`config.mk`:
```
export PLATFORM = sky130hd
export DESIGN_NAME = pdm_mic_ctrl
export DESIGN_NICKNAME = d
export VERILOG_FILES = /design/src/rtl/pdm_pkg.sv /design/src/rtl/pdm_clk_gen.sv /design/src/rtl/pdm_mic_ctrl.sv
export SDC_FILE = /design/constraint.sdc
export NUM_CORES = 1
export LEC_CHECK = 0
export CORE_AREA = 2 2 108 110
export CTS_CLUSTER_SIZE = 25
export DETAILED_ROUTE_END_ITERATION = 8
export DIE_AREA = 0 0 110 112
export PLACE_DENSITY = 0.55
export SYNTH_ARGS = -nofsm -noshare
export SYNTH_HDL_FRONTEND = slang
export SYNTH_SLANG_ARGS = --single-unit
```
`constraint.sdc`:
```
create_clock -name clk -period 3.95 [get_ports clk]
set_input_delay 0.395 -clock clk [delete_from_list [all_inputs] [get_ports clk]]
set_output_delay 0.395 -clock clk [all_outputs]
set_load 0.005 [all_outputs]
```
`src/rtl/pdm_pkg.sv`:
```
// pdm_pkg: shared state encoding, widths and gain saturation for pdm_mic_ctrl.
package pdm_pkg;
  localparam int PCM_W = 16;
  localparam int OVR_W = 8;
  typedef enum logic [1:0] {IDLE = 2'd0, WAKEUP = 2'd1, DISCARD = 2'd2, RUN = 2'd3} state_t;
  function automatic logic [PCM_W-1:0] sat_shl(input logic [PCM_W-1:0] x, input logic [2:0] s);
    logic signed [PCM_W+7:0] w;
    w = $signed({{8{x[PCM_W-1]}}, x}) <<< s;
    return w > 32767 ? 16'h7fff : w < -32768 ? 16'h8000 : w[PCM_W-1:0];
  endfunction
endpackage

```
`src/rtl/pdm_clk_gen.sv`:
```
// pdm_clk_gen: PDM clock divider with strobes flagging the coming rise/fall.
module pdm_clk_gen #(
  parameter int CLK_DIV = 25
) (
  input  logic clk,
  input  logic reset,
  input  logic run,
  output logic pdm_clk,
  output logic rise_next,
  output logic fall_next
);
  logic [7:0] div;
  logic tc;
  assign tc = div == 8'(CLK_DIV - 1);
  assign rise_next = run && tc && !pdm_clk;
  assign fall_next = run && tc && pdm_clk;
  always_ff @(posedge clk) begin
    if (reset || !run) begin
      div <= '0;
      pdm_clk <= 1'b0;
    end else begin
      div <= tc ? '0 : div + 8'd1;
      pdm_clk <= pdm_clk ^ tc;
    end
  end
endmodule

```
`src/rtl/pdm_mic_ctrl.sv`:
```
// pdm_mic_ctrl: PDM mic sequencer (clock, wakeup wait, settling discard, PCM valid/ready return).
// Define PDM_GAIN_EN for the saturating gain stage (adds gain port and one cycle of latency).
module pdm_mic_ctrl import pdm_pkg::*; #(
  parameter int CLK_DIV = 25,
  parameter int WAKE_CYCLES = 4096,
  parameter int DISCARD_SAMPLES = 4
) (
  input  logic clk,
  input  logic reset,
  input  logic enable,
  output logic pdm_clk_out,
  input  logic pdm_data_in,
  output logic pdm_bit,
  input  logic dec_pcm_clk,
  input  logic [PCM_W-1:0] dec_pcm,
  output logic [PCM_W-1:0] sample_data,
  output logic sample_valid,
  input  logic sample_ready,
  output logic running,
  output logic [OVR_W-1:0] overrun_count
`ifdef PDM_GAIN_EN
  , input logic [2:0] gain
`endif
);
  state_t state, state_next;
  logic rise_next, fall_next, s1, s2, s3, pcm_edge, pe, wake_done, disc_done;
  logic [15:0] wake_cnt;
  logic [7:0] disc_cnt;
  logic [PCM_W-1:0] pw;
  pdm_clk_gen #(.CLK_DIV(CLK_DIV)) u_clk_gen (
    .clk(clk),
    .reset(reset),
    .run(state != IDLE && enable),
    .pdm_clk(pdm_clk_out),
    .rise_next(rise_next),
    .fall_next(fall_next)
  );
  // dec_pcm is quasi-static by the time its clock edge is seen, so only the clock is synchronised
  assign pcm_edge = s2 && !s3;
`ifdef PDM_GAIN_EN
  always_ff @(posedge clk) begin
    if (reset) begin
      pe <= 1'b0;
      pw <= '0;
    end else begin
      pe <= pcm_edge;
      pw <= sat_shl(dec_pcm, gain);
    end
  end
`else
  assign pe = pcm_edge;
  assign pw = dec_pcm;
`endif
  assign wake_done = rise_next && wake_cnt == 16'(WAKE_CYCLES - 1);
  assign disc_done = pe && disc_cnt == 8'(DISCARD_SAMPLES - 1);
  always_comb begin
    state_next = state;
    case (state)
      IDLE:    state_next = WAKEUP;
      WAKEUP:  if (wake_done) state_next = DISCARD_SAMPLES == 0 ? RUN : DISCARD;
      DISCARD: if (disc_done) state_next = RUN;
      default: ;
    endcase
    if (!enable) state_next = IDLE;
  end
  always_ff @(posedge clk) begin
    if (reset) begin
      state <= IDLE;
      {s3, s2, s1} <= '0;
      wake_cnt <= '0;
      disc_cnt <= '0;
      pdm_bit <= 1'b0;
      sample_data <= '0;
      sample_valid <= 1'b0;
      running <= 1'b0;
      overrun_count <= '0;
    end else begin
      state <= state_next;
      {s3, s2, s1} <= {s2, s1, dec_pcm_clk};
      running <= state == RUN;
      wake_cnt <= state != WAKEUP ? '0 : wake_cnt + 16'(rise_next);
      disc_cnt <= state != DISCARD ? '0 : disc_cnt + 8'(pe);
      if (fall_next) pdm_bit <= pdm_data_in;
      if (state != RUN || !enable) sample_valid <= 1'b0;
      else if (pe && (!sample_valid || sample_ready)) begin
        sample_data <= pw;
        sample_valid <= 1'b1;
      end else if (pe) overrun_count <= overrun_count + 8'(overrun_count != '1);
      else if (sample_ready) sample_valid <= 1'b0;
    end
  end
endmodule
```
==> impl_metrics.ini <==
[run_status]
outcome = complete, no violations

[sta]
clock_skew_ps = 5.93
tightest_slew_ps = 1090
finalHoldViolCount = 0
slew_headroom_pct = 27.1
final_min_period_over_clock_period_pct = 64.9
period_minus_slack_ps = 2560
worst_hold_slack_ps = 437
grt_setup_unrepaired = no
fin_tns_setup_ps = 0
number_of_setup_violations_in_the_final_report = 0
highest_achievable_clock_rate_ghz = 0.390
layout_setup_ws_ps = 1390
slew_violations = 0

[cts]
cts_hold_buf = 0
clk_pin_slew_worst_paths_ps = 50
htree_levels = 3
clock_insertion_delay_worst_skew_ps = 330
clock_sink_count = 65
total_clock_buffers_created_by_cts = 9
post_cts.repair.setup_buffers = 0
cts_root_buf = sky130_fd_sc_hd__clkbuf_16
cts_tree = yes
cts_repair_resize_count = 0
ctsLongestPathBuffers = 2

[place]
dpl_cell_area_um2 = 3390
io_buffers = 49
dp_slack_ps = 1310
place_hpwl_mm = 4.08
gp_congestion = 0.777

[route]
detail_route.vias_per_cell = 4.31
routed_wl_mm = 5.78
dr.pass1.iters = 4
antenna_left = 0
detail_route.drc_violations = 0
wire_per_inst_um = 11.4
dr_total_vias = 2187
initialDrtViolationCount = 58

[yosys]
synth_warnings = 0
synth_cell_types = 34
synth.cells.most_frequent = sky130_fd_sc_hd__dfxtp_1 (65), sky130_fd_sc_hd__nand2_1 (41), sky130_fd_sc_hd__nor2_1 (41)
yosys_register_bits = 65
synth_seq_area_share_pct = 47.2
synth.cell_area_um2 = 2760
synth_async_sr_flop_share_pct = 0
synth_top_cell_area_share_pct = 47.2
synthFlopType = sky130_fd_sc_hd__dfxtp_1
synth_top_cell_by_area = sky130_fd_sc_hd__dfxtp_1
synth_enable_flop_cells = 0
syn-num-nets = 347
synth_cells = 311
synthMostInstantiatedCell = sky130_fd_sc_hd__dfxtp_1
synth_area_leaders = sky130_fd_sc_hd__dfxtp_1 (47%), sky130_fd_sc_hd__xor2_1 (6.7%), sky130_fd_sc_hd__ha_1 (6.4%)
syn_avg_cell_area_um2 = 8.86

[worst_setup_path]
endpoint_kind = flip-flop
critical_path_peak_fanout = 6
arrival_ps = 2750
crit_type = flip-flop to flip-flop
worst_setup_path_start_kind = flip-flop
data_required_time_of_the_worst_path_ps = 4140

[grt]
grt_antenna_before_repair = 0
grt_pass1_wl_mm = 9.85
grt_pass1_vias = 2151
grt_start_max_net_pins = 20
grt_use_total_pct = 10.1
overflow = 0

[pwr]
leakagePower_uw = 0.00127
power_density_nw_per_um2 = 416
vdd_ir_drop_max_v = 0.000210

[hold_path]
hp-class = flip-flop to flip-flop

[die]
floorplan.initialDensity_pct = 24.7
chipWidth_um = 110
die_y_um = 112
placeableCoreArea_um2 = 11200
floorplan.die_area_um2 = 12300
rows = 39
pin_count = 50

[cells_and_area]
fraction_of_layout_cells_with_a_size_suffix_above_1_pct = 5.48
antenna_cells = 0
layout-area-overhead-vs-synth_pct = 34.3
final_net_count = 396
fill_cells = 1130
post-route-cell-area_um2 = 3700

[flow_run]
cap_violations = 0
-- per-stage QoR --
step / total power (uW) / util (%) / std cells
after floorplan: 698 / - / 311
after global placement: 725 / 30.3 / 492
after detailed placement: 726 / 30.3 / 492
after CTS: 1560 / 33.1 / 508
after global routing: 1600 / 33.1 / 508
final: 1540 / 33.1 / 508
-- layout by cell type, fill, tap and decap left out, types with 3 or more instances in the layout --
master                            instances
sky130_fd_sc_hd__clkdlybuf4s50_1         49
sky130_fd_sc_hd__o21ai_0                  3
sky130_fd_sc_hd__or3_1                    3
sky130_fd_sc_hd__nand3_1                 16
sky130_fd_sc_hd__nor2b_1                  7
sky130_fd_sc_hd__clkbuf_16                9
sky130_fd_sc_hd__xnor2_1                 10
sky130_fd_sc_hd__xor2_1                  21
sky130_fd_sc_hd__inv_1                   10
sky130_fd_sc_hd__dfxtp_1                 65
sky130_fd_sc_hd__ha_1                    14
sky130_fd_sc_hd__nand4_1                  9
sky130_fd_sc_hd__nand2_1                 41
sky130_fd_sc_hd__nor2_1                  41
sky130_fd_sc_hd__and3_1                   7
sky130_fd_sc_hd__nor3_1                   5
sky130_fd_sc_hd__nand2b_1                 6
sky130_fd_sc_hd__a21oi_1                 22
-- state kept, by name (all words and copies together) (netlist names), 2 cells and up --
register,cells
u_clk_gen.div,8
wake_cnt,16
disc_cnt,8
overrun_count,8
state,2
sample_data,16
-- layer usage --
layer	share of wire, %	vias to the layer above	global-route usage [%]	wire length (um)
li1	-	1136	-	-
met1	48	1018	12.6	2750
met2	47	24	15.6	2720
met3	3.4	9	3.10	197
met4	1.8	0	5.06	103
met5	0	-	0	0
-- cell type report --
cell class | instances | area, um2 | area share (%)
Clock buffer | 11 | 233 | 6.29
Tap cell | 143 | 179 | 4.84
Timing Repair Buffer | 50 | 498 | 13.5
Multi-Input combinational cell | 224 | 1370 | 37.1
Inverter | 10 | 37.5 | 1.01
Clock inverter | 5 | 80.1 | 2.16
Sequential cell | 65 | 1300 | 35.2
-- cell families after synthesis --
kind of cell | share of synthesized area (%)
mux | 0.727
buf+inv | 3.00
fa+ha+maj | 6.36
flops | 47.2
xor+xnor | 9.85
simple gates | 26.9
compound gates | 5.90
-- critical path, stage by stage, from the launching register on --
cell	delay, ps
sky130_fd_sc_hd__dfxtp_1	360
sky130_fd_sc_hd__nor4_2	380
sky130_fd_sc_hd__and3_2	270
sky130_fd_sc_hd__nor3b_1	280
sky130_fd_sc_hd__ha_1	230
sky130_fd_sc_hd__nand4_1	190
sky130_fd_sc_hd__nor3_1	360
sky130_fd_sc_hd__nand3_1	140
sky130_fd_sc_hd__xor2_1	160
sky130_fd_sc_hd__nor2_1	50
-- path summary, 6_finish.rpt --
check,end,from,slack (ps),cells after the start
worst max register to register,wake_cnt[15],u_clk_gen.div[2],1390,9
worst min register to register,s2,s1,440,1
worst min-delay path,s2,s1,440,1
worst max-delay path,wake_cnt[15],u_clk_gen.div[2],1390,9
-- report_power, final --
| part | internal, uW | total (uW) | switching, uW |
|---|---|---|---|
| clock network | 551 | 826 | 276 |
| logic | 28.4 | 49.6 | 21.3 |
| registers | 659 | 662 | 2.63 |
Note: power is estimated with default switching activity, not from simulation.
